===== src/rtl/cache_arb_pkg.sv =====
// Shared types and defaults for the cache/main-memory arbiter.
//   arb_state_t : arbiter sequencing states
//   owner_t     : which cache owns the current line transfer
//   WORDS_PER_LINE_DEF : default number of words per cache line
package cache_arb_pkg;

   localparam int unsigned WORDS_PER_LINE_DEF = 8;

   typedef enum logic [1:0] {
      IDLE = 2'd0,
      WB   = 2'd1,
      FILL = 2'd2,
      DONE = 2'd3
   } arb_state_t;

   typedef enum logic {
      OWN_IC = 1'b0,
      OWN_DC = 1'b1
   } owner_t;

endpackage


===== src/rtl/line_word_counter.sv =====
// Word sequencer for one line transfer.
//   CLK, RST  : clock, synchronous active-high reset
//   load      : restart at load_off with zero words transferred (wins over inc)
//   load_off  : starting word offset
//   inc       : one word transferred; offset wraps modulo WORDS_PER_LINE
//   word      : current word offset
//   last      : current word is the final one of the line (count based)
module line_word_counter
   import cache_arb_pkg::*;
#(
   parameter  int unsigned WORDS_PER_LINE = WORDS_PER_LINE_DEF,
   localparam int unsigned WOFF_W         = $clog2(WORDS_PER_LINE)
) (
   input  logic              CLK,
   input  logic              RST,
   input  logic              load,
   input  logic [WOFF_W-1:0] load_off,
   input  logic              inc,
   output logic [WOFF_W-1:0] word,
   output logic              last
);

   logic [WOFF_W-1:0] word_q, word_d;
   logic [WOFF_W-1:0] xfer_q, xfer_d;

   // Offset and transferred-word count advance together; offset wraps naturally.
   always_comb begin
      word_d = word_q;
      xfer_d = xfer_q;
      if (load) begin
         word_d = load_off;
         xfer_d = '0;
      end else if (inc) begin
         word_d = word_q + WOFF_W'(1);
         xfer_d = xfer_q + WOFF_W'(1);
      end
   end

   always_ff @(posedge CLK) begin
      if (RST) begin
         word_q <= '0;
         xfer_q <= '0;
      end else begin
         word_q <= word_d;
         xfer_q <= xfer_d;
      end
   end

   assign word = word_q;
   // Completion is judged on words moved, not offset, so critical-word-first wraps work.
   assign last = (xfer_q == WOFF_W'(WORDS_PER_LINE - 1));

endmodule


===== src/rtl/cache_mem_arbiter.sv =====
// Shares one main-memory port between I-cache and D-cache line fills, with an
// optional D-cache dirty-victim writeback ahead of the fill.
// Optional feature macro: CACHE_ARB_CRIT_WORD_FIRST_EN (fill starts at miss word).
//   CLK, RST                 : clock, synchronous active-high reset
//   ic_req/ic_addr           : I-cache line request (held until ic_done)
//   ic_rvalid/ic_word/ic_rdata/ic_done : I-cache fill word stream and completion
//   dc_req/dc_addr/dc_wb/dc_wb_addr    : D-cache request, victim writeback control
//   dc_wdata                 : victim word selected by dc_word
//   dc_word/dc_rvalid/dc_rdata/dc_done : D-cache word index, fill stream, completion
//   mem_addr/mem_rd/mem_we/mem_wdata   : memory request, held until mem_valid
//   mem_rdata/mem_valid      : memory response / write accept
module cache_mem_arbiter
   import cache_arb_pkg::*;
#(
   parameter  int unsigned WORDS_PER_LINE = WORDS_PER_LINE_DEF,
   parameter  int unsigned ADDR_W         = 32,
   parameter  int unsigned DATA_W         = 32,
   localparam int unsigned WOFF_W         = $clog2(WORDS_PER_LINE)
) (
   input  logic              CLK,
   input  logic              RST,
   input  logic              ic_req,
   input  logic [ADDR_W-1:0] ic_addr,
   output logic              ic_rvalid,
   output logic [WOFF_W-1:0] ic_word,
   output logic [DATA_W-1:0] ic_rdata,
   output logic              ic_done,
   input  logic              dc_req,
   input  logic [ADDR_W-1:0] dc_addr,
   input  logic              dc_wb,
   input  logic [ADDR_W-1:0] dc_wb_addr,
   input  logic [DATA_W-1:0] dc_wdata,
   output logic [WOFF_W-1:0] dc_word,
   output logic              dc_rvalid,
   output logic [DATA_W-1:0] dc_rdata,
   output logic              dc_done,
   output logic [ADDR_W-1:0] mem_addr,
   output logic              mem_rd,
   output logic              mem_we,
   output logic [DATA_W-1:0] mem_wdata,
   input  logic [DATA_W-1:0] mem_rdata,
   input  logic              mem_valid
);

   localparam logic [ADDR_W-1:0] OFF_MASK = ADDR_W'(WORDS_PER_LINE * 4 - 1);

   arb_state_t        state_q, state_d;
   owner_t            owner_q, owner_d;
   owner_t            last_grant_q, last_grant_d;
   logic [ADDR_W-1:0] wb_base_q, wb_base_d;
   logic [ADDR_W-1:0] fill_base_q, fill_base_d;
   logic [WOFF_W-1:0] fill_off_q, fill_off_d;

   owner_t            pick;
   logic [ADDR_W-1:0] req_addr;
   logic              cnt_load;
   logic [WOFF_W-1:0] cnt_off;
   logic              cnt_inc;
   logic [WOFF_W-1:0] cnt_word;
   logic              cnt_last;

   line_word_counter #(
      .WORDS_PER_LINE (WORDS_PER_LINE)
   ) u_cnt (
      .CLK      (CLK),
      .RST      (RST),
      .load     (cnt_load),
      .load_off (cnt_off),
      .inc      (cnt_inc),
      .word     (cnt_word),
      .last     (cnt_last)
   );

   // Next-state: arbitration in IDLE, word sequencing in WB/FILL.
   always_comb begin
      state_d      = state_q;
      owner_d      = owner_q;
      last_grant_d = last_grant_q;
      wb_base_d    = wb_base_q;
      fill_base_d  = fill_base_q;
      fill_off_d   = fill_off_q;
      pick         = OWN_IC;
      req_addr     = ic_addr;
      cnt_load     = 1'b0;
      cnt_off      = '0;
      cnt_inc      = 1'b0;

      case (state_q)
         IDLE: begin
            if (ic_req || dc_req) begin
               // On a tie the cache that was not granted last time wins.
               if (ic_req && dc_req) begin
                  pick = (last_grant_q == OWN_IC) ? OWN_DC : OWN_IC;
               end else if (dc_req) begin
                  pick = OWN_DC;
               end
               req_addr     = (pick == OWN_DC) ? dc_addr : ic_addr;
               owner_d      = pick;
               last_grant_d = pick;
               fill_base_d  = req_addr & ~OFF_MASK;
`ifdef CACHE_ARB_CRIT_WORD_FIRST_EN
               fill_off_d   = req_addr[WOFF_W+1:2];
`else
               fill_off_d   = '0;
`endif
               cnt_load     = 1'b1;
               if ((pick == OWN_DC) && dc_wb) begin
                  wb_base_d = dc_wb_addr & ~OFF_MASK;
                  cnt_off   = '0;
                  state_d   = WB;
               end else begin
                  cnt_off   = fill_off_d;
                  state_d   = FILL;
               end
            end
         end
         WB: begin
            if (mem_valid) begin
               cnt_inc = 1'b1;
               if (cnt_last) begin
                  cnt_load = 1'b1;
                  cnt_off  = fill_off_q;
                  state_d  = FILL;
               end
            end
         end
         FILL: begin
            if (mem_valid) begin
               cnt_inc = 1'b1;
               if (cnt_last) begin
                  state_d = DONE;
               end
            end
         end
         DONE: begin
            state_d = IDLE;
         end
         default: begin
            state_d = IDLE;
         end
      endcase
   end

   always_ff @(posedge CLK) begin
      if (RST) begin
         state_q      <= IDLE;
         owner_q      <= OWN_IC;
         last_grant_q <= OWN_IC;
         wb_base_q    <= '0;
         fill_base_q  <= '0;
         fill_off_q   <= '0;
      end else begin
         state_q      <= state_d;
         owner_q      <= owner_d;
         last_grant_q <= last_grant_d;
         wb_base_q    <= wb_base_d;
         fill_base_q  <= fill_base_d;
         fill_off_q   <= fill_off_d;
      end
   end

   // Output decode; only the fill data path and write data pass straight through.
   always_comb begin
      ic_rvalid = 1'b0;
      ic_word   = '0;
      ic_rdata  = '0;
      ic_done   = 1'b0;
      dc_word   = '0;
      dc_rvalid = 1'b0;
      dc_rdata  = '0;
      dc_done   = 1'b0;
      mem_addr  = '0;
      mem_rd    = 1'b0;
      mem_we    = 1'b0;
      mem_wdata = '0;

      case (state_q)
         WB: begin
            mem_we    = 1'b1;
            mem_wdata = dc_wdata;
            mem_addr  = wb_base_q + ADDR_W'({cnt_word, 2'b00});
            dc_word   = cnt_word;
         end
         FILL: begin
            mem_rd   = 1'b1;
            mem_addr = fill_base_q + ADDR_W'({cnt_word, 2'b00});
            if (owner_q == OWN_DC) begin
               dc_word   = cnt_word;
               dc_rvalid = mem_valid;
               dc_rdata  = mem_valid ? mem_rdata : '0;
            end else begin
               ic_word   = cnt_word;
               ic_rvalid = mem_valid;
               ic_rdata  = mem_valid ? mem_rdata : '0;
            end
         end
         DONE: begin
            if (owner_q == OWN_DC) begin
               dc_done = 1'b1;
            end else begin
               ic_done = 1'b1;
            end
         end
         default: begin
         end
      endcase
   end

endmodule


===== config.mk =====
export PLATFORM = sky130hd
export DESIGN_NAME = cache_mem_arbiter
export DESIGN_NICKNAME = d
export VERILOG_FILES = /design/src/rtl/cache_arb_pkg.sv /design/src/rtl/line_word_counter.sv /design/src/rtl/cache_mem_arbiter.sv
export SDC_FILE = /design/constraint.sdc
export NUM_CORES = 1
export LEC_CHECK = 0
export CAP_MARGIN = 10
export CORE_AREA = 2 2 118 120
export CTS_CLUSTER_DIAMETER = 60
export DETAILED_ROUTE_END_ITERATION = 7
export DIE_AREA = 0 0 120 122
export GPL_TIMING_DRIVEN = 0
export PLACE_DENSITY = 0.7
export REMOVE_ABC_BUFFERS = 1
export SETUP_SLACK_MARGIN = 0.02
export SYNTH_ARGS = -nofsm -noshare
export SYNTH_HDL_FRONTEND = slang
export SYNTH_SLANG_ARGS = --single-unit

===== constraint.sdc =====
create_clock -name CLK -period 3.1 [get_ports CLK]
set_clock_uncertainty 0.2 [all_clocks]
set_input_delay 0.31 -clock CLK [delete_from_list [all_inputs] [get_ports CLK]]
set_output_delay 0.31 -clock CLK [all_outputs]
set_load 0.03 [all_outputs]

==> results.yml, run 1 <==
run_status:
  status: "finished clean"
floorplan:
  chipWidth_um: 120
  pin_count: 306
  die_h_um: 122
  fp.coreArea_sq_mm: 0.0135
  dieArea_sq_mm: 0.0146
  rows: 43
  start_util_pct: 29.9
clock_network:
  htreeDepth: 3
  numCtsBuffers: 9
  clkSinkCount: 63
  holdBufCountCts: 0
  clk_pin_slew_worst_paths_ns: 0.05
  max-clock-path-buffers: 2
  insertion_delay_ns: 0.32
  root_buffer: "clkbuf_16"
  cts_tree: "built"
worst_setup_path:
  cp.required_ns: 2.59
  r2r_slack_ns: 0.39
  start_kind: "register"
  reg2reg_to: "fill_base_q[10]$_SDFFE_PP0P_"
  r2r_cells: 6
  path_max_fanout: 19
  startpoint: "state_q[0]$_SDFFE_PP0P_"
  crit_arrival_ns: 2.47
  crit_path_end_kind: "output port"
  worstSetupPathType: "register to output port"
  crit-reg2reg-launch: "state_q[1]$_SDFFE_PP0P_"
drt:
  vias: 4752
  drc_errors: 0
  drt_first_pass_iters: 5
  ant_nets: 0
  routedWlPerCell_um: 18.2
  vias_per_cell: 5.07
  wl_um: 17100
  drt-initial-drc-count: 219
sta:
  setup_viol: 0
  hold_ws_ns: 0.267
  finalHoldViolations: 0
  maxSlewHeadroom_pct: 18.3
  worst_pin_slew_ns: 1.23
  fmax_mhz: 335
  rsz0062_at_grt: "no"
  slew_viol_final: 0
  min_period_ns: 2.98
  finalCritPeriodShare_pct: 96.2
power:
  power_leakage_nw: 3.00
  max-vdd-ir-drop_uv: 251
  power-per-cell-area_mw_per_mm2: 608
synth:
  synth_top_area_share_pct: 31.2
  ys_seq_area_share_pct: 31.2
  synth-edff-count: 0
  netlist_area_sq_mm: 0.00404
  syn_avg_cell_area_sq_um: 8.10
  yosys_warnings: 0
  synth_area_leader_cell: "dfxtp_1"
  synth_seq_cells: 63
  yosysUniqueCellTypes: 32
  synth_cells: 499
  async_flop_share_pct: 0
  synth_area_leaders: "dfxtp_1 31%, and2_1 12%, mux2i_1 6.7%"
  ys.flop_type: "dfxtp_1"
layout:
  areaGrowthSynthToFinish_pct: 82.9
  diodes: 0
  multi_input_comb_area_sq_mm: 0.00257
  post-route-cell-area_sq_mm: 0.00739
  fillers: 1287
  seq_area_sq_mm: 0.00126
  layout_common_cells: "250 x clkdlybuf4s50_1, 77 x and2_1, 63 x dfxtp_1"
  nNetsFinal: 927
  final_util_pct: 54.7
  layout_commonest_cell: "clkdlybuf4s50_1"
  layout-drive-gt1-share_pct: 4.62
global_routing:
  gr-usage-all-layers_pct: 22.0
  grt_pass1_wl_um: 25400
  grt_max_degree: 50
  grt_antenna_before_repair: 0
  overflow: 0
  grt_pass1_vias: 4578
place:
  portBuffers: 288
  hpwl_um: 12300
  place_congestion: 0.808
  placed_area_sq_mm: 0.00700
min_path:
  hold_start: "wb_base_q[23]$_SDFFE_PP0P_"
  holdPathEnd: "wb_base_q[23]$_SDFFE_PP0P_"
  holdPathStages: 2
  hold_class: "register to register"
flow_run:
  drv_cap: 0
what timing repair did:
item / CTS / global route
gates resized for setup: 43 / 6
pin swaps: 1 / 2
setup endpoints to repair: 102 / 43
buffers inserted: 4 / 2
cloned: 1 / 0
power breakdown:
group	internal, W	switching [W]
sequential	0.000998	0.000120
clock	0.000705	0.000350
combinational	0.000994	0.00133
routing by layer:
| layer | wire length, um | vias up | global-route usage (%) |
|---|---|---|---|
| met5 | 0 | - | 0 |
| met4 | 332 | 0 | 6.84 |
| met3 | 1430 | 21 | 5.43 |
| met2 | 8620 | 222 | 39.1 |
| met1 | 6680 | 2213 | 26.0 |
| li1 | - | 2296 | - |
worst max-delay path: stages, from the launching register on:
cell	delay (ns)
dfxtp_1	0.43
inv_1	0.18
ha_4	0.44
buf_6	0.22
nor2b_1	0.17
clkdlybuf4s50_1	0.69
cells in the mapped netlist, types with 2 or more instances:
master    count
a211oi_1     28
a21oi_1      33
a22oi_1      27
and2_1       77
and3_1       34
buf_12        2
buf_2         7
buf_4         4
clkbuf_1     44
dfxtp_1      63
ha_1          8
inv_1         2
mux2i_1      27
nand2_1       7
nand3_1       4
nand4_1      27
nor2_1       31
nor2b_1      31
o21a_1        2
o31ai_1      27
xor2_1        3
worst max path at each step:
stage	end	slack, ns	cells past startpoint
6_report	mem_addr[8]	0.12	5
5_1_grt	mem_addr[2]	0.04	6
3_3_place_gp	ic_rdata[7]	-1.27	5
4_1_cts	ic_rdata[25]	0.02	7
2_1_floorplan	ic_rdata[0]	-0.05	4
3_5_place_dp	dc_rdata[17]	-0.78	4
flip-flops by register name (all words and copies together) (netlist names):
name          flops
fill_base_q      27
last_grant_q      1
state_q           2
u_cnt.word        3
u_cnt.xfer_q      3
wb_base_q        27
logic make-up (layout without fill, tap and decap cells):
family          after synthesis  in the layout  share of synthesized area, %
xor+xnor                      3              3                         0.650
compound gates              124            124                          21.2
buf+inv                      61            318                          7.24
fa+ha+maj                     8              8                          2.48
simple gates                212            213                          30.4
other cells                   1              2                        0.0928
mux                          27             27                          6.69
flops                        63             63                          31.2
cell type report:
class	instances	area share, %
Clock buffer	13	3.25
Clock inverter	3	0.914
Inverter	3	0.152
Multi-Input combinational cell	377	34.7
Sequential cell	63	17.1
Tap cell	180	3.05
Timing Repair Buffer	299	40.8
through the flow:
step	cells	power (W)	worst slack, ns	setup TNS, ns
2_1_floorplan	442	0.00234	-0.0494	-1.63
3_3_place_gp	910	0.00320	-1.27	-116.44
3_5_place_dp	915	0.00332	-0.778	-43.41
4_1_cts	936	0.00447	0.0220	0
5_1_grt	938	0.00472	0.0377	0
6_report	938	0.00449	0.119	0
Power figures use the tool's default switching activity.
==> run 2, diff against run 1 <==
--- a/config.mk
+++ b/config.mk
@@ -10,7 +10,6 @@
 export CTS_CLUSTER_DIAMETER = 60
 export DETAILED_ROUTE_END_ITERATION = 7
 export DIE_AREA = 0 0 120 122
-export GPL_TIMING_DRIVEN = 0
 export PLACE_DENSITY = 0.7
 export REMOVE_ABC_BUFFERS = 1
 export SETUP_SLACK_MARGIN = 0.02
==> run 2 against run 1 <==
  * Die area unchanged
  * First-iteration DRC count fell by 26%
  * Non-clock buffer count up 9
  * Sequential power about the same
  * Final cell count up 0.85%
  * Sequential share of layout area is 0.22 points higher
  * Global-route usage decreased by 0.44 points
  * Critical path type unchanged
  * Critical endpoint is now mem_addr[4]
==> results.yml, run 2 (synthesized netlist as in run 1, its figures left out) <==
drt:
  drt-initial-drc-count: 163
  drc_errors: 0
  wl_um: 16600
  vias_per_cell: 5.01
  vias: 4737
  routedWlPerCell_um: 17.5
  ant_nets: 0
  drt_first_pass_iters: 5
worst_setup_path:
  path_max_fanout: 39
  r2r_slack_ns: 1.04
  crit-reg2reg-launch: "state_q[1]$_SDFFE_PP0P_"
  reg2reg_to: "state_q[1]$_SDFFE_PP0P_"
  start_kind: "register"
  cp.required_ns: 2.59
  r2r_cells: 6
  worstSetupPathType: "register to output port"
  crit_arrival_ns: 2.46
  crit_path_end_kind: "output port"
place:
  hpwl_um: 12700
  place_congestion: 0.838
  portBuffers: 288
  dp_slack_ns: 0.486
floorplan:
  fp.coreArea_sq_mm: 0.0135
  start_util_pct: 29.9
  chipWidth_um: 120
  pin_count: 306
  rows: 43
  dieArea_sq_mm: 0.0146
  die_h_um: 122
clock_network:
  max-clock-path-buffers: 2
  root_buffer: "clkbuf_16"
  cts_resized: 0
  insertion_delay_ns: 0.33
  htreeDepth: 3
  cts_tree: "built"
  numCtsBuffers: 9
  holdBufCountCts: 0
  clk_pin_slew_worst_paths_ns: 0.05
  post_cts_buffers: 0
  clkSinkCount: 63
layout:
  fillers: 1249
  layout-drive-gt1-share_pct: 15.4
  diodes: 0
  nNetsFinal: 935
  layout_commonest_cell: "clkdlybuf4s50_1"
  areaGrowthSynthToFinish_pct: 80.6
  multi_input_comb_area_sq_mm: 0.00250
  seq_area_sq_mm: 0.00126
  layout_common_cells: "211 x clkdlybuf4s50_1, 86 x buf_4, 77 x and2_1"
  top_regs: "fill_base_q x27, wb_base_q x27"
global_routing:
  grt_antenna_before_repair: 0
  grt_pass1_wl_um: 24800
  gr-usage-all-layers_pct: 21.5
  overflow: 0
  grt_max_degree: 41
  grt_pass1_vias: 4657
min_path:
  hold_class: "register to register"
  holdPathStages: 2
  holdPathEnd: "wb_base_q[30]$_SDFFE_PP0P_"
  hold_start: "wb_base_q[30]$_SDFFE_PP0P_"
sta:
  setup_viol: 0
  min_period_ns: 2.97
  fmax_mhz: 337
  maxSlewHeadroom_pct: 57.7
  worst_pin_slew_ns: 0.635
  hold_ws_ns: 0.269
  slew_viol_final: 0
  rsz0062_at_grt: "no"
  finalHoldViolations: 0
  worst_slack_ns: 0.133
  finalCritPeriodShare_pct: 95.7
run_status:
  status: "finished clean"
flow_run:
  drv_cap: 0
power:
  power_leakage_nw: 2.98
  max-vdd-ir-drop_uv: 319
  power-per-cell-area_mw_per_mm2: 607
-- run 2: changes by cell type in the layout (fill, tap and decap cells not counted), moves of 3 or more --
cell / change
clkdlybuf4s50_1: -39
buf_12: +6
ha_1: +3
buf_4: +82
dlygate4sd2_1: -32
ha_4: -3
clkbuf_1: -4
dlymetal6s2s_1: -4
-- run 2: power by group --
part	leakage (nW)	internal, W	switching (W)
Combinational	2.30	0.000930	0.00128
Sequential	0.517	0.000998	0.000116
Clock	0.155	0.000729	0.000377
-- run 2: metal layers --
layer  global-route usage (%)  share of wire [%]
met2                     39.1                 50
met5                        0                  0
met3                     5.85                9.1
met1                     24.0                 38
met4                     8.01                2.3
-- run 2: final cells by class --
class	count	share of cell area [%]
clock buffer	10	3.28
clock inverter	6	1.27
inverter	3	0.154
multi-input combinational	376	34.3
sequential	63	17.3
tap	180	3.09
timing repair buffer	308	40.6
-- run 2: critical path, cell delays in order, from the launching register on --
cell             delay [ns]
dfxtp_1                0.33
inv_1                  0.13
ha_2                   0.44
buf_12                 0.23
o21a_1                 0.17
and2_1                 0.14
clkdlybuf4s50_1        0.68
-- run 2: metrics by stage --
stage	power, W	instances	cell area [sq um]	TNS (ns)	utilization, %
2_1_floorplan	0.00234	442	3760	-1.63	-
3_3_place_gp	0.00329	930	6970	0	51.6
3_5_place_dp	0.00333	930	6970	0	51.6
4_1_cts	0.00445	946	7300	0	54.0
5_1_grt	0.00467	946	7300	0	54.0
6_report	0.00443	946	7300	0	54.0
-- run 2: worst max path at each step --
stage                                  from           to  slack (ns)  depth (start not counted)
global placement    state_q[1]$_SDFFE_PP0P_  mem_addr[3]        0.55                          6
finish              state_q[1]$_SDFFE_PP0P_  mem_addr[4]        0.13                          6
detailed placement  state_q[1]$_SDFFE_PP0P_  mem_addr[4]        0.49                          6
floorplan           state_q[0]$_SDFFE_PP0P_  ic_rdata[0]       -0.05                          4
global route        state_q[1]$_SDFFE_PP0P_  mem_addr[4]        0.02                          6
CTS                 state_q[1]$_SDFFE_PP0P_  mem_addr[4]        0.14                          6
